===== config.mk =====
export PLATFORM = sky130hd
export DESIGN_NAME = blink_sequencer
export DESIGN_NICKNAME = d
export VERILOG_FILES = /design/src/rtl/blink_sequencer_pkg.sv /design/src/rtl/blink_sequencer_req.sv /design/src/rtl/blink_sequencer.sv
export SDC_FILE = /design/constraint.sdc
export NUM_CORES = 1
export LEC_CHECK = 0
export CAP_MARGIN = 20
export CORE_AREA = 5 5 72 88
export DETAILED_ROUTE_END_ITERATION = 8
export DIE_AREA = 0 0 77 93
export GPL_TIMING_DRIVEN = 0
export PLACE_DENSITY = 0.65
export SKIP_CTS_REPAIR_TIMING = 1
export SLEW_MARGIN = 10
export SYNTH_ARGS = -nofsm -noshare
export SYNTH_HDL_FRONTEND = slang
export SYNTH_SLANG_ARGS = --single-unit
export TNS_END_PERCENT = 50

===== constraint.sdc =====
create_clock -name hwclk -period 3.07 [get_ports hwclk]
set_input_delay 0.614 -clock hwclk [delete_from_list [all_inputs] [get_ports hwclk]]
set_output_delay 0.614 -clock hwclk [all_outputs]
set_load 0.02 [all_outputs]

===== src/rtl/blink_sequencer_pkg.sv =====
// Shared encodings and 12 MHz timing defaults for the blink sequencer and the pattern generator.
// Timeout compares count the cycles already spent waiting, so a limit of N allows N waiting cycles.
package blink_sequencer_pkg;

    localparam logic [2:0] IDLE  = 3'd0;
    localparam logic [2:0] ISSUE = 3'd1;
    localparam logic [2:0] ACK   = 3'd2;
    localparam logic [2:0] RUN   = 3'd3;
    localparam logic [2:0] GAP   = 3'd4;

    localparam logic BLINK_ERR = 1'b0;
    localparam logic BLINK_OK  = 1'b1;

    localparam logic [31:0] GAP_CYCLES_DFLT  = 32'd2400000;
    localparam logic [31:0] ACK_TIMEOUT_DFLT = 32'd16;
    localparam logic [31:0] RUN_TIMEOUT_DFLT = 32'd120000000;

    function automatic logic [31:0] sat_inc(input logic [31:0] v);
        return (v == 32'hFFFF_FFFF) ? v : v + 32'd1;
    endfunction

    // True on the last permitted waiting cycle; widened so a limit of 0 still fires.
    function automatic logic timed_out(input logic [31:0] cnt, input logic [31:0] limit);
        return ({1'b0, cnt} + 33'd1) >= {1'b0, limit};
    endfunction

endpackage


===== src/rtl/blink_sequencer_req.sv =====
// Pending-request bit: set wins over a same-cycle clear so no pulse is lost.
// One cycle from set pulse to pend; repeat sets while pending coalesce.
module req_latch (
    input  logic clk,
    input  logic rst,
    input  logic set,
    input  logic clr,
    output logic pend
);

    logic pend_q;
    logic pend_d;

    always_comb begin
        pend_d = set | (pend_q & ~clr);
    end

    always_ff @(posedge clk) begin
        if (rst) begin
            pend_q <= 1'b0;
        end else begin
            pend_q <= pend_d;
        end
    end

    assign pend = pend_q;

endmodule


===== src/rtl/blink_sequencer.sv =====
// Arbitrates error/success blink requests onto the shared generator, with timeouts and a dark gap.
// Request pulse to start_blinking is 2 cycles when idle; requests arriving while busy are held pending.
module blink_sequencer
    import blink_sequencer_pkg::*;
#(
    parameter logic [31:0] GAP_CYCLES  = GAP_CYCLES_DFLT,
    parameter logic [31:0] ACK_TIMEOUT = ACK_TIMEOUT_DFLT,
    parameter logic [31:0] RUN_TIMEOUT = RUN_TIMEOUT_DFLT
) (
    input  logic hwclk,
    input  logic rst,
    input  logic err_req,
    input  logic ok_req,
    input  logic done_blinking,
    output logic start_blinking,
    output logic blink_type,
    output logic busy,
    output logic err_served,
    output logic ok_served,
    output logic fault,
    input  logic fault_clr
);

    logic [2:0]  state_q, state_d;
    logic [31:0] cnt_q, cnt_d;
    logic        type_q, type_d;
    logic        fault_q, fault_d;
    logic        err_srv_q, err_srv_d;
    logic        ok_srv_q, ok_srv_d;

    logic        err_pend, ok_pend;
    logic        err_clr, ok_clr;
    logic        to_set;

    req_latch u_err_latch (
        .clk  (hwclk),
        .rst  (rst),
        .set  (err_req),
        .clr  (err_clr),
        .pend (err_pend)
    );

    req_latch u_ok_latch (
        .clk  (hwclk),
        .rst  (rst),
        .set  (ok_req),
        .clr  (ok_clr),
        .pend (ok_pend)
    );

    always_comb begin
        state_d   = state_q;
        type_d    = type_q;
        err_clr   = 1'b0;
        ok_clr    = 1'b0;
        err_srv_d = 1'b0;
        ok_srv_d  = 1'b0;
        to_set    = 1'b0;

        case (state_q)
            IDLE: begin
                if (err_pend) begin
                    type_d  = BLINK_ERR;
                    err_clr = 1'b1;
                    state_d = ISSUE;
                end else if (ok_pend) begin
                    type_d  = BLINK_OK;
                    ok_clr  = 1'b1;
                    state_d = ISSUE;
                end
            end
            ISSUE: begin
                state_d = ACK;
            end
            ACK: begin
                if (!done_blinking) begin
                    state_d = RUN;
                end else if (timed_out(cnt_q, ACK_TIMEOUT)) begin
                    to_set  = 1'b1;
                    state_d = GAP;
                end
            end
            RUN: begin
                if (done_blinking) begin
                    err_srv_d = (type_q == BLINK_ERR);
                    ok_srv_d  = (type_q == BLINK_OK);
                    state_d   = GAP;
                end else if (timed_out(cnt_q, RUN_TIMEOUT)) begin
                    to_set  = 1'b1;
                    state_d = GAP;
                end
            end
            GAP: begin
                if (cnt_q >= GAP_CYCLES) begin
                    state_d = IDLE;
                end
            end
            default: begin
                state_d = IDLE;
            end
        endcase

        // One counter serves every state; it restarts from zero on each state entry.
        cnt_d   = (state_d != state_q) ? 32'd0 : sat_inc(cnt_q);
        fault_d = to_set | (fault_q & ~fault_clr);
    end

    always_ff @(posedge hwclk) begin
        if (rst) begin
            state_q   <= IDLE;
            cnt_q     <= 32'd0;
            type_q    <= BLINK_ERR;
            fault_q   <= 1'b0;
            err_srv_q <= 1'b0;
            ok_srv_q  <= 1'b0;
        end else begin
            state_q   <= state_d;
            cnt_q     <= cnt_d;
            type_q    <= type_d;
            fault_q   <= fault_d;
            err_srv_q <= err_srv_d;
            ok_srv_q  <= ok_srv_d;
        end
    end

    assign start_blinking = (state_q == ISSUE);
    assign blink_type     = type_q;
    assign busy           = (state_q != IDLE);
    assign err_served     = err_srv_q;
    assign ok_served      = ok_srv_q;
    assign fault          = fault_q;

endmodule


# ---- Word level (Yosys, flattened, before mapping)
# Cells that the tools add are included.
# W data, S select, Z words.
dict set report op_classes {
  n_addsub 2
  muxes 20
  bitwise_logic 12
  order_cmp 3
  multipliers 0
  shift 0
  n_reduce_logical 6
  div 0
  eq_ne 6
}
# cell n
set ops {}
lappend ops {{$add A32 B1 Y33 const B} 1}
lappend ops {{$ge A33 B27 Y1 const B} 1}
lappend ops {{$ge A33 B5 Y1 const B} 1}
lappend ops {{$add A32 B1 Y32 const B} 1}
lappend ops {{$eq A32 B32 Y1 const B} 1}
lappend ops {{$ge A32 B22 Y1 const B} 1}
lappend ops {{$mux W3} 7}
lappend ops {{$pmux W3 S5} 1}
lappend ops {{$mux W1} 11}
lappend ops {{$eq A3 B2 Y1 const B} 2}
lappend ops {{$not A1 Y1} 6}
lappend ops {{$and A1 B1 Y1} 3}
lappend ops {{$eq A3 B1 Y1 const B} 1}
lappend ops {{$eq A3 B3 Y1 const B} 1}
lappend ops {{$logic_not A3 Y1} 1}
lappend ops {{$ne A3 B3 Y1} 1}
lappend ops {{$or A1 B1 Y1} 3}
lappend ops {{$reduce_bool A3 Y1} 1}
lappend ops {{$reduce_or A3 Y1} 1}
lappend ops {{$pmux W1 S2} 1}
lappend ops {{$reduce_and A2 Y1} 1}
lappend ops {{$reduce_bool A2 Y1} 1}
lappend ops {{$reduce_or A2 Y1} 1}
dict set report word_totals {
  latch_bits 0
  word_cells 57
  inputBits 6
  ram_bits 0
  regBits 41
  n_memories 0
  rom_bits 0
  output_inout_bits 6
}

# ---- Logic depth before layout (Yosys ltp)
# Gate-level depths: netlist of run 1.
dict set report depth {
  ltp_word 7
  depth_mapped 12
  ltp_nobuf 10
}

# ---- Modules after synthesis
# From an unflattened synthesis of run 1, not the netlist that was laid out.
dict set report unflattened {
  hier_cells 361
  area_unflattened_um2 2961.6
}
# module cells_each instances area_each_um2
set modules_own_cells {}
lappend modules_own_cells {blink_sequencer 353 1 2884.0}
lappend modules_own_cells {req_latch 4 2 38.8}

# ---- Least setup slack after synthesis of run 1
# OpenSTA, ideal clock, no wires.
dict set report synth_timing {
  path_type {register -> register}
  from {reg cnt_q[1]}
  to {reg cnt_q[18]}
  t_arrival_ns 2.747
  synth_period_minus_slack_ns 2.821
  setup_time_ns 0.074
  path_buffers 1
  setup_slack_ns 0.249
  path_stages_with_launch 12
  cell_sequence {dfxtp_1 > ha_1 > nand4_1 > nor4_1 > xnor2_1 > or3b_2 > nor4_1 > and4b_1 > o31ai_2 > o2bb2ai_4 > buf_6 > a31oi_1}
}
dict set report synth_between {
  elab_chain_len 7
  word_cells_on_any_way 14
  classes_between {add/sub: 2; order compare: 3; eq/ne: 2; mux: 6; reduce/logical: 1}
}
# item line
set synth_rtl {}
lappend synth_rtl {{from (decl)} blink_sequencer.sv:25} ;# logic [31:0] cnt_q, cnt_d;
lappend synth_rtl {{from (signal assigned)} blink_sequencer.sv:118} ;# cnt_q <= cnt_d;
lappend synth_rtl {{$add A32 B1 Y33} blink_sequencer_pkg.sv:24} ;# return ({1'b0, cnt} + 33'd1) >= {1'b0, limit};
lappend synth_rtl {{$ge A33 B27 Y1 / $ge A33 B5 Y1 (equally long branches)} blink_sequencer_pkg.sv:24}
lappend synth_rtl {{$mux W3, on equally long branches} {blink_sequencer.sv:88, blink_sequencer.sv:78}}
lappend synth_rtl {{$mux W3, on equally long branches} {blink_sequencer.sv:84, blink_sequencer.sv:76}}
lappend synth_rtl {{$pmux W3 S5} blink_sequencer.sv:60} ;# case (state_q)
lappend synth_rtl {{$ne A3 B3 Y1} blink_sequencer.sv:104} ;# cnt_d = (state_d != state_q) ? 32'd0 : sat_inc(cnt_q);
lappend synth_rtl {{$reduce_or A2 Y1 (no source line)} --}
# Parallel ways exist; a longest one is shown, timed or not.
# A chain may end at the register's enable or synchronous reset.

# ---- Final worst setup path of run 1
dict set report layout_timing {
  from {reg cnt_q[1]}
  to {reg cnt_q[2]}
}
# The elaborated chain is that of the path after synthesis.

==> results list, run 1 <==
* Worst-case headroom to the max-slew limit: between 50% and 60%
* Via count of the routed design: 2554
- Synthesized area per cell: 8.240 sq um
- WP data required: between 3 and 4 ns
- Most common cell after layout, fill and taps aside: sky130_fd_sc_hd__dfxtp_1
- Between clock sinks in the finished design, the worst skew comes to 0.01176 ns.
* Post-synth ARST share: 0%
- In the synthesized netlist the dominant register cell turns out to be sky130_fd_sc_hd__dfxtp_1.
* Number of vias per cell after detailed routing: roughly 6
- The repair_antennas step left the layout with diodes totalling 0.
- Highest ir drop seen on vdd: roughly 0.26 mV
* Status: finished, violations left
- Number of enable-type register cells in the synthesized netlist: 0
* Global-route congestion overflow total: 0
* Period Utilization, post-route: 100.2%
* Detailed Routing Iterations Pass 1: 4
* Critical path capture point type: flop
- Max-slew violations: 0
- Number of hold violations in the final report: 0
- The slowest stage of the critical path belongs to the cell sky130_fd_sc_hd__o41ai_4.
- Cell Count, Final, Fillers Out: 424
- Post-synthesis cell count: ~320
* Setup repair after global routing missed its margin: true
- The first routing iteration left ~150 violations.
- Of the cells placed in the final design, the portion with a size suffix greater than 1 is around 29%.
* Total die area: between 7000 and 8000 sq um
- Dividing total power by cell area gives a power density of 322.7 nW/um^2.
* Maximum clock frequency: 0.3251 GHz
* Syn nets: ~320
- For the pin with the worst max-slew slack, the measured transition is between 0.6 and 0.7 ns.
- Starting Density: 47.84%
* Number of buffers created by CTS: 5
* Setup Crit Path Kind: flop to flop
- Static leakage: 1.321 nW
* CORE AREA: roughly 5400 sq um
- Largest net degree at the start of global routing: 13
- Level count of the clock H-tree: 2
* Clock sink count: 41
- Maximum fanout count along the critical path: 10
- The HPWL after detailed placement is ~4.7 mm.
- For this run, design rule violations remaining after detail routing come to 0.
- Final-report setup violation count: 3
* Startpoint kind of the worst setup timing path: flop
- CTS max path bufs: 2
- Across the run, the number of max-cap violations was 0.
- Final estimated routing congestion in global placement: about 0.9
* Insertion delay to the later sink of the worst-skew pair: about 0.30 ns
- After synthesis, flip-flops and latches occupy 31.52% of the total area.
* Distinct cells, synth: 62
* Number of buffers inserted by port buffering: 11
* GRT Resource Usage Total: 17.92%
- Longest individual stage delay on the worst path: 0.44 ns
* Instance area at placement: approximately 2800 sq um
* Period minus WS final: between 3 and 4 ns
- Antenna violation net count after detailed routing: 0
- STA puts the critical path data arrival time at between 3 and 4 ns.
- After synthesis the netlist holds a flip-flop and latch count of 41.
- Series of cell instances along the critical path: ha_4, nand4_1, buf_4, nor3_4, buf_4, nor4b_4, a31oi_2, a31oi_2, o41ai_4, nor4b_4, o2bb2ai_4, buf_8, a21oi_1
* Row count: 30
- Number of global-route vias before repair: roughly 2300
* Total of warnings raised by yosys: 0
* Num ports: 12
* Min setup slack post-route: -0.005631 ns
- Clock tree from TritonCTS: done
- For this block, the routed nets add up to slightly above 7 mm of wire.
* Count of fill cells added during filler insertion: around 470
- The first global-routing pass estimated 10.49 mm of wire.
* Summed instance area of the synthesized netlist: around 2600 sq um
* Root Buffer: sky130_fd_sc_hd__clkbuf_8
- The checks that failed: negative setup slack.
- Antenna violations before repair: 0
- The library cells used most frequently in the layout, excluding fill and tap cells, are sky130_fd_sc_hd__dfxtp_1 (35), sky130_fd_sc_hd__buf_4 (28), sky130_fd_sc_hd__nor2_1 (26).
- In the final routed layout, each cell accounts on average for around 17 microns.
- The die is around 77 microns wide.
* Placed cell count: 391
- With fillers left out, the area of the finished cells amounts to 3386 sq um.
- The area growth from synthesis to layout is 30.03%.
- The tightest min-delay check is of the flop to flop type.
- Clock slew at the register clock pins of the worst setup and hold paths: approximately 0.080 ns
* Layout net count: 367
- The floorplan step set the die height to 93 microns.
## routing by layer
layer | GRT usage (%) | share of wire (%) | vias up
met2 | 30.81 | 51 | 71
met1 | 20.93 | 42 | 1218
met4 | 9.456 | 3.2 | 0
met3 | 3.468 | 3.6 | 18
met5 | 0 | 0 | -
li1 | - | - | 1247
## sequential cells by signal, indices dropped and copies added (netlist names)
register and cells:
u_ok_latch.pend 1, cnt_q 32, ok_served 1, state_q 3, fault 1, blink_type 1, err_served 1, u_err_latch.pend 1
## logic make-up after synthesis
logic type | after synthesis | share of synthesized area, %
xor+xnor | 28 | 9.418
simple gates | 136 | 31.23
buf+inv | 34 | 6.535
flops | 41 | 31.52
fa+ha+maj | 2 | 0.9609
compound gates | 72 | 19.17
mux | 3 | 1.153
## Yosys cell counts, types with 7 or more instances
cell / n / share of area (%)
sky130_fd_sc_hd__dfxtp_1: 41 / 32
sky130_fd_sc_hd__a21oi_1: 31 / 6.0
sky130_fd_sc_hd__nor2_1: 26 / 3.7
sky130_fd_sc_hd__nand3_1: 18 / 3.5
sky130_fd_sc_hd__xnor2_1: 18 / 6.1
sky130_fd_sc_hd__nand2_1: 15 / 2.2
sky130_fd_sc_hd__inv_1: 12 / 1.7
sky130_fd_sc_hd__nand4_1: 12 / 2.9
sky130_fd_sc_hd__xor2_1: 10 / 3.4
sky130_fd_sc_hd__and3_1: 9 / 2.2
sky130_fd_sc_hd__clkbuf_1: 8 / 1.2
sky130_fd_sc_hd__nor3_1: 8 / 1.5
sky130_fd_sc_hd__nor4_1: 8 / 1.9
sky130_fd_sc_hd__a31oi_1: 7 / 1.7
## through the flow
step	hold WS [ns]	worst slack [ns]	setup TNS (ns)	util [%]	total power, W
2_1_floorplan	0.4554	0.2490	0	-	0.0006418
3_3_place_gp	0.4730	-0.2533	-7.082	51.33	0.0006813
3_5_place_dp	0.4819	-0.3280	-9.459	51.33	0.0006841
4_1_cts	0.4928	-0.3493	-10.24	53.20	0.001081
5_1_grt	0.5254	-0.1225	-2.973	62.21	0.001133
6_report	0.4967	-0.005631	-0.01024	62.21	0.001093
## final cells by class
cell class	count	area, sq um	area share [%]
clock inverter	1	5.005	0.1478
inverter	12	45.04	1.330
clock buffer	7	96.34	2.846
timing repair buffer	38	320.3	9.460
sequential	41	833.3	24.61
tap	64	80.08	2.365
buffer	20	136.4	4.028
multi-input combinational	241	1869	55.21
## final timing paths
| path | slack (ns) | start | depth (start not counted) | endpoint |
|---|---|---|---|---|
| worst min register to register | 0.50 | u_ok_latch.pend | 2 | u_ok_latch.pend |
| worst max-delay path | -0.006 | cnt_q[1] | 13 | cnt_q[2] |
| worst min-delay path | 0.50 | u_ok_latch.pend | 2 | u_ok_latch.pend |
| worst max register to register | -0.006 | cnt_q[1] | 13 | cnt_q[2] |
## critical path, delay by kind of cell, from the launching register on
kind	cells	cell delay [ns]
buf+inv	3	0.59
fa+ha+maj	1	0.17
flops	1	0.39
simple gates	4	0.70
compound gates	5	1.08
## report_power, final
part / total (W) / switching (W) / internal, W
clock: 0.000398 / 0.000194 / 0.000203
sequential: 0.000557 / 0.0000138 / 0.000543
combinational: 0.000138 / 0.0000781 / 0.0000598
total: 0.00109 / 0.000286 / 0.000806
Power figures use the tool's default switching activity.
==> inputs of run 2 (changes only) <==
CORE_AREA = 3 3 70 86   (was 5 5 72 88)
DIE_AREA = 0 0 73 89   (was 0 0 77 93)
REMOVE_ABC_BUFFERS = 1   (was not set)
==> results list, run 2 (synthesized netlist as in run 1, its figures left out) <==
* Highest-utilization routing layer at the global route stage: met2 (unchanged)
- The antenna diode count is 0 (unchanged).
- Max-Cap Viols: 0 (unchanged)
- The type of the worst min-delay path is flop to flop (unchanged).
- Number of remaining DRC errors: 0 (unchanged)
* Global-route congestion overflow total: 0 (unchanged)
- The fill cell instance count of the final layout was 466 (was 473).
- The worst hold path stage count was 1 (was 2).
* Post-DP HPWL: 4.284 mm (was 4.677 mm)
* Critical path arrival: 3.32 ns (was 3.25 ns)
- Period minus WS final: 3.118 ns (was 3.076 ns)
- Level count of the clock H-tree: 2 (unchanged)
* Critical path capture point type: flop (unchanged)
- The end-of-flow core utilization came to 61.45% (was 62.21%).
* Area growth from synthesis to layout: 24.17% (was 30.03%)
* Number of global-route vias before repair: 2140 (was 2261)
- The met1 routing resource usage after global routing came to 23.77% (was 20.93%).
* Number of buffers inserted by port buffering: 11 (unchanged)
* Final estimated routing congestion in global placement: 0.8679 (was 0.8965)
- Met3 Track Usage GR: 3.487% (was 3.468%)
- Instance area at placement: 2666 sq um (was 2794 sq um)
* Clock slew at the register clock pins of the worst setup and hold paths: 0.08 ns (about the same)
- The start point of the worst min-delay path is u_err_latch.pend (was u_ok_latch.pend).
* Least-Margin Pin Slew: 1.388 ns (was 0.6620 ns)
- Number of flip-flops in the largest register: 32 (unchanged)
- Period Utilization, post-route: 101.6% (was 100.2%)
- R2R depth: 11 (was 13)
* GRT Resource Usage Total: 19.40% (was 17.92%)
- Violated checks: negative setup slack (unchanged)
- Hold worst-path end: blink_type (was u_ok_latch.pend)
- Min setup slack post-route: -0.04828 ns (was -0.005631 ns)
* Destination of the worst register-to-register timing path: cnt_q[13] (was cnt_q[2])
* M2 GR Usage: 34.42% (was 30.81%)
* Total area of multi-input combinational cells: 1874 sq um (was 1869 sq um)
- The number of nets in the layout came to 342 (was 367).
- The leakage power is 1.226 nW (was 1.321 nW).
* Total die area: 6497 sq um (was 7161 sq um)
- The fraction of layout cells with a size suffix above 1 is 24.18% (was 28.61%).
* Worst-case headroom to the max-slew limit: 6.726% (was 55.87%)
- Largest net degree at the start of global routing: 31 (was 13)
- The die boundary height came to 89 microns (was 93 microns).
- The average wire length per cell after detail routing is 17.90 microns (was 17.15 microns).
* Post-route clock skew: 0.01038 ns (was 0.01176 ns)
- Launch point of the worst reg-to-reg path: cnt_q[11] (was cnt_q[1])
- Detailed Routing Iterations Pass 1: 4 (unchanged)
* Clock sink count: 41 (unchanged)
- Largest regs: cnt_q (32), state_q (3) (unchanged).
- The summed area of non-filler cells in the final layout is 3233 sq um (was 3386 sq um).
* Total power divided by cell area: 318.6 nW/um^2 (was 322.7 nW/um^2)
- Antenna violation net count after detailed routing: 0 (unchanged)
* Setup Crit Path Kind: flop to flop (unchanged)
* Register bank with the most flops: cnt_q (unchanged)
- Width of the chip: 73 microns (was 77 microns)
- The vias per cell was 6.295 (was 6.024).
* Starting Density: 49.49% (was 47.84%)
* Maximum clock frequency: 0.3207 GHz (was 0.3251 GHz)
- Via count of the routed design: 2499 (was 2554)
- Most common cell after layout, fill and taps aside: sky130_fd_sc_hd__a21oi_1 (was sky130_fd_sc_hd__dfxtp_1)
* Highest ir drop seen on vdd: 0.2792 mV (was 0.2558 mV)
- The CTS buffer count came to 5 (unchanged).
- The storage element area came to 855.8 sq um (was 833.3 sq um).
- Register-to-Register Setup Slack: -0.05 ns (was -0.006 ns)
- The final max-slew violation count is 0 (unchanged).
- Iteration-0 DRC count of the detailed router: 179 (was 152)
- The number of placed I/O pins came to 12 (unchanged).
- Final-report setup violation count: 5 (was 3)
- Wire length of the first global-routing pass: 9.901 mm (was 10.49 mm)
* Setup repair after global routing missed its margin: true (unchanged)
* Routed wire length: 7.108 mm (was 7.270 mm)
- The hold violation total from the final report came to 0 (unchanged).
- The required time of the worst setup path was 3.28 ns (was 3.24 ns).
- The clock network latency to the later pin of the worst-skew pair is 0.30 ns (about the same).
- The number of buffers on the longest clock path is 2 (unchanged).
- The total power consumption of the routed design was 0.001030 W (was 0.001093 W).
* Clock tree from TritonCTS: done (unchanged)
* Status: finished, violations left (unchanged)
* Maximum fanout count along the critical path: 7 (was 10)
- Startpoint kind of the worst setup timing path: flop (unchanged)
* Row count: 29 (was 30)
- Most frequent cells in the layout: sky130_fd_sc_hd__a21oi_1 (29), sky130_fd_sc_hd__dfxtp_1 (27), sky130_fd_sc_hd__nor2_1 (25) (was sky130_fd_sc_hd__dfxtp_1 (35), sky130_fd_sc_hd__buf_4 (28), sky130_fd_sc_hd__nor2_1 (26)).
* Antenna violations before repair: 0 (unchanged)
- The area of the core region is 5261 sq um (was 5443 sq um).
- The clock root buffer master is sky130_fd_sc_hd__clkbuf_8 (unchanged).
[run 2: layout make-up]
| type | instances | area share, % |
|---|---|---|
| clock buffers | 6 | 2.245 |
| clock inverters | 2 | 0.3096 |
| repair buffers | 30 | 9.211 |
| multi-input cells | 244 | 57.97 |
| inverters | 12 | 1.393 |
| flip-flops and latches | 41 | 26.47 |
| well taps | 62 | 2.399 |
[run 2: worst max-delay path by stage]
stage | slack [ns] | from | end | cells past startpoint
after CTS | -0.79 | cnt_q[1] | cnt_q[18] | 10
after floorplan | 0.13 | cnt_q[1] | cnt_q[0] | 10
after global placement | -0.76 | cnt_q[1] | cnt_q[18] | 10
after global routing | -0.1 | cnt_q[11] | cnt_q[6] | 11
after detailed placement | -0.77 | cnt_q[1] | cnt_q[18] | 10
final | -0.05 | cnt_q[11] | cnt_q[13] | 11
[run 2: power by group]
part | switching, W | internal, W | leakage [nW]
clock network | 0.000191 | 0.000158 | 0.0450
registers | 0.0000182 | 0.000539 | 0.341
logic | 0.0000746 | 0.0000501 | 0.841
total | 0.000283 | 0.000747 | 1.23
[run 2: per-stage QoR]
stage	cells	worst slack, ns	hold slack [ns]	setup TNS, ns
2_1_floorplan	294	0.1313	0.4493	0
3_3_place_gp	367	-0.7644	0.4824	-22.19
3_5_place_dp	367	-0.7702	0.4895	-23.39
4_1_cts	375	-0.7909	0.5014	-23.88
5_1_grt	397	-0.09903	0.5298	-1.763
6_report	397	-0.04828	0.4953	-0.1444
[run 2: layer usage]
layer	routed length (microns)	part of all wire [%]	up-vias
met4	180	2.5	0
met3	386	5.4	18
met2	3571	50	74
met5	0	0	-
li1	-	-	1210
met1	2969	42	1197
[run 2: critical path: stages (launching register included)]
cell                        delay (ns)
sky130_fd_sc_hd__dfxtp_2          0.41
sky130_fd_sc_hd__nand4_1          0.25
sky130_fd_sc_hd__nor4_4           0.42
sky130_fd_sc_hd__xnor2_2          0.18
sky130_fd_sc_hd__or3b_4           0.42
sky130_fd_sc_hd__nor4_4           0.31
sky130_fd_sc_hd__and4b_2          0.34
sky130_fd_sc_hd__o31ai_4          0.11
sky130_fd_sc_hd__buf_12           0.16
sky130_fd_sc_hd__o2bb2ai_2        0.12
sky130_fd_sc_hd__buf_4            0.21
sky130_fd_sc_hd__a21oi_1          0.10
==> inputs of run 3 (changes only) <==
ABC_AREA = 1   (was not set)
CORE_AREA = 3 3 76 92   (was 3 3 70 86)
DIE_AREA = 0 0 79 95   (was 0 0 73 89)
SETUP_SLACK_MARGIN = 0.02   (was not set)
==> results list, run 3 <==
* Number of remaining DRC errors: 0 (unchanged)
* Critical path capture point type: flop (unchanged)
- The fraction of layout cells with a size suffix above 1 came to 20.36% (was 24.18%).
- The summed area of non-filler cells in the final layout was 3503 sq um (was 3233 sq um).
- GRT Resource Usage Total: 20.83% (was 19.40%)
* Width of the chip: 79 microns (was 73 microns)
- The top cell family by delay on the critical path was simple AND/OR/NAND/NOR gates (unchanged).
* Distinct cells, synth: 30 (was 62)
- The design internal power was 0.0008929 W (was 0.0007466 W).
- Iteration-0 DRC count of the detailed router: 184 (was 179)
- Cell type contributing the most total cell area after synthesis: sky130_fd_sc_hd__dfxtp_1 (unchanged)
- The half-perimeter wire length of the detailed placement result came to 5.507 mm (was 4.284 mm).
- The antenna diode count came to 0 (unchanged).
* Wire length of the first global-routing pass: 12.35 mm (was 9.901 mm)
* Synth Register Bits: 41 (unchanged)
- Period Utilization, post-route: 94.05% (was 101.6%)
* Total of warnings raised by yosys: 0 (unchanged)
* CORE AREA: 6128 sq um (was 5261 sq um)
- Max-Cap Viols: 0 (unchanged)
- Fraction of power spent switching nets: 31.63% (was 27.51%)
* Level count of the clock H-tree: 2 (unchanged)
- Setup Crit Path Kind: flop to flop (unchanged)
- Antenna violations before repair: 0 (unchanged)
- The standard cell area after detailed placement is 3173 sq um (was 2666 sq um).
- Clock sink count: 41 (unchanged)
* Leading cell types by total area after synthesis: sky130_fd_sc_hd__dfxtp_1 (27%), sky130_fd_sc_hd__nand2_1 (17%), sky130_fd_sc_hd__nor2_1 (12%) (was sky130_fd_sc_hd__dfxtp_1 (32%), sky130_fd_sc_hd__xnor2_1 (6.1%), sky130_fd_sc_hd__a21oi_1 (6.0%))
* Largest net degree at the start of global routing: 33 (was 31)
- Most common cell after layout, fill and taps aside: sky130_fd_sc_hd__nand2_1 (was sky130_fd_sc_hd__a21oi_1)
* Worst min-delay path category: flop to flop (unchanged)
- Die boundary height: 95 microns (was 89 microns)
* Clock slew at the register clock pins of the worst setup and hold paths: 0.09 ns (was 0.08 ns)
- The number of nets in the layout came to 508 (was 342).
* Row count: 31 (was 29)
- Total buffers and inverters traversed by the critical path: 2 (unchanged)
- Critical path arrival: 3.09 ns (was 3.32 ns)
- Leading post-synthesis cells by instance count: sky130_fd_sc_hd__nand2_1 (140), sky130_fd_sc_hd__nor2_1 (94), sky130_fd_sc_hd__inv_1 (43), sky130_fd_sc_hd__dfxtp_1 (41), sky130_fd_sc_hd__nor3_2 (30) (was sky130_fd_sc_hd__dfxtp_1 (41), sky130_fd_sc_hd__a21oi_1 (31), sky130_fd_sc_hd__nor2_1 (26), sky130_fd_sc_hd__nand3_1 (18), sky130_fd_sc_hd__xnor2_1 (18))
* Highest ir drop seen on vdd: 0.1985 mV (was 0.2792 mV)
* Global-route congestion overflow total: 0 (unchanged)
- Antenna violation net count after detailed routing: 0 (unchanged)
* Root Buffer: sky130_fd_sc_hd__clkbuf_8 (unchanged)
* CTS max path bufs: 2 (unchanged)
- Clock tree from TritonCTS: done (unchanged)
* Largest regs: cnt_q (32), state_q (3) (unchanged)
- Period minus WS final: 2.887 ns (was 3.118 ns)
* Detailed Routing Iterations Pass 1: 4 (unchanged)
- Status: finished clean (was finished, violations left).
- Number of vias per cell after detailed routing: 5.237 (was 6.295)
- Setup repair after global routing missed its margin: true (unchanged)
- Insertion delay to the later sink of the worst-skew pair: 0.31 ns (was 0.30 ns)
* Overall power of the completed layout: 0.001306 W (was 0.001030 W)
- Most common cell on crit path: sky130_fd_sc_hd__nand2_1 (was sky130_fd_sc_hd__nor4_4)
- Number of buffers created by CTS: 5 (unchanged)
* Synthesized area per cell: 6.361 sq um (was 8.240 sq um)
- The register with the highest flop count is cnt_q (unchanged).
- The element type at the critical path start is a flop (unchanged).
* Number of flip-flops in the largest register: 32 (unchanged)
* Combinational fraction of design power: 21.6% (was 12.1%)
- The area of the die was 7505 sq um (was 6497 sq um).
* Number of hold violations in the final report: 0 (unchanged)
- Seq/Total Area, Yosys: 27.00% (was 31.52%)
* Final estimated routing congestion in global placement: 0.9643 (was 0.8679)
- The number of enable-type register cells in the synthesized netlist came to 0 (unchanged).
* Least-Margin Pin Slew: 0.8230 ns (was 1.388 ns)
* Area fraction of the dominant cell type after synthesis: 27.00% (was 31.52%)
- The gate count of the mapped netlist is 478 (was 316).
* Summed instance area of the synthesized netlist: 3040 sq um (was 2604 sq um)
- The average wire length per cell after detail routing is 14.14 microns (was 17.90 microns).
- The max-slew headroom at the worst pin was 45.07% (was 6.726%).
- The most repeated cell in the gate-level netlist after synthesis is sky130_fd_sc_hd__nand2_1 (was sky130_fd_sc_hd__dfxtp_1).
- The layout overhead on the synthesized area is 15.23% (was 24.17%).
- The total number of vias was 3053 (was 2499).
- The final-report setup violation count was 0 (was 5).
* Count of fill cells added during filler insertion: 672 (was 466)
- The maximum clock frequency came to 0.3463 GHz (was 0.3207 GHz).
- The part of the total power dissipated in sequential elements is 43.2% (was 54.1%).
- The areal power density over the cells was 372.8 nW/um^2 (was 318.6 nW/um^2).
- The via count of the first global-routing pass came to 2721 (was 2140).
- Register-to-Register Setup Slack: 0.18 ns (was -0.05 ns)
- Num ports: 12 (unchanged)
- The leakage power is 1.342 nW (was 1.226 nW).
* Number of buffers inserted by port buffering: 11 (unchanged)
- The routed wire length was 8.241 mm (was 7.108 mm).
* Starting Density: 49.61% (was 49.49%)
- Max-slew violations: 0 (unchanged)
- Post-route clock skew: 0.006858 ns (was 0.01038 ns)
* Post-synth ARST share: 0% (unchanged)
* Clock share of power: 35.2% (was 33.8%)
- Series of cell instances along the critical path: ha_4, inv_2, nor2_8, nand2_4, nor2_4, nand2_1, nand2_1, nand2_1, nor2_1, nand3_1, nor2_2, nand3_2, nand3_1, nand4_1, nand3_4, buf_4, nor3_2 (was nand4_1, nor4_4, xnor2_2, or3b_4, nor4_4, and4b_2, o31ai_4, buf_12, o2bb2ai_2, buf_4, a21oi_1)
* Longest individual stage delay on the worst path: 0.39 ns (was 0.42 ns)
- The switching power total is 0.0004131 W (was 0.0002833 W).
* WP data required: 3.27 ns (was 3.28 ns)
- Most frequent cells in the layout: sky130_fd_sc_hd__nand2_1 (140), sky130_fd_sc_hd__nor2_1 (86), sky130_fd_sc_hd__inv_1 (43) (was sky130_fd_sc_hd__a21oi_1 (29), sky130_fd_sc_hd__dfxtp_1 (27), sky130_fd_sc_hd__nor2_1 (25))
* Post-synth top flop: sky130_fd_sc_hd__dfxtp_1 (unchanged)
* CP max-delay cell: sky130_fd_sc_hd__dfxtp_2 (was sky130_fd_sc_hd__nor4_4)
- The biggest fanout along the worst timing path is 8 (was 7).
run 3: final timing paths:
| path | cells past startpoint | endpoint | from |
|---|---|---|---|
| setup / recovery | 17 | cnt_q[20] | cnt_q[1] |
| hold / removal | 1 | err_served | blink_type |
| setup reg to reg | 17 | cnt_q[20] | cnt_q[1] |
| hold reg to reg | 1 | err_served | blink_type |
run 3: area by class of cell:
cell class / instances / area, sq um / area share, %
Clock inverter: 3 / 46.29 / 1.321
Sequential cell: 41 / 828.3 / 23.64
Clock buffer: 5 / 68.82 / 1.964
Timing Repair Buffer: 22 / 229.0 / 6.536
Inverter: 46 / 172.7 / 4.929
Tap cell: 82 / 102.6 / 2.929
Multi-Input combinational cell: 384 / 2056 / 58.68
run 3: power groups by stage:
| stage | clock network [W] | logic, W | registers, W |
|---|---|---|---|
| after floorplan | 0 | 0.000137 | 0.000572 |
| after global placement | 0 | 0.000195 | 0.000572 |
| after detailed placement | 0 | 0.000197 | 0.000572 |
| after CTS | 0.000468 | 0.000197 | 0.000560 |
| after global routing | 0.000491 | 0.000304 | 0.000567 |
| final | 0.000460 | 0.000282 | 0.000565 |
run 3: stage by stage:
step / util (%) / hold slack, ns / worst slack, ns / cells / TNS, ns
floorplan: - / 0.4397 / -0.1781 / 469 / -4.610
finish: 57.17 / 0.4724 / 0.1826 / 583 / 0
CTS: 53.65 / 0.4691 / -1.153 / 570 / -35.49
global placement: 51.78 / 0.4433 / -1.102 / 562 / -33.85
detailed placement: 51.78 / 0.4543 / -1.099 / 562 / -33.70
global route: 57.17 / 0.4985 / -0.02672 / 583 / -0.1544
run 3: logic make-up after synthesis:
kind of cell | share of synthesized area, %
AOI/OAI and AO/OA | 3.827
xor gates and xnor gates | 2.304
adders and majority gates | 0.8229
buffers and inverters | 8.312
DFF | 27.00
and+or+nand+nor | 57.74
run 3: per-layer routing:
layer | track usage, % | wire length, microns
met5 | 0 | 0
met1 | 24.29 | 3523
met4 | 8.883 | 237
met2 | 37.01 | 4107
met3 | 3.912 | 373
run 3: worst register-to-register path: cells and delay by family (launching register included):
| family | cells | cell delay, ns |
|---|---|---|
| flip-flops | 1 | 0.39 |
| adder cells (fa/ha/maj) | 1 | 0.20 |
| buffers and inverters | 2 | 0.31 |
| AND/OR/NAND/NOR | 14 | 1.90 |
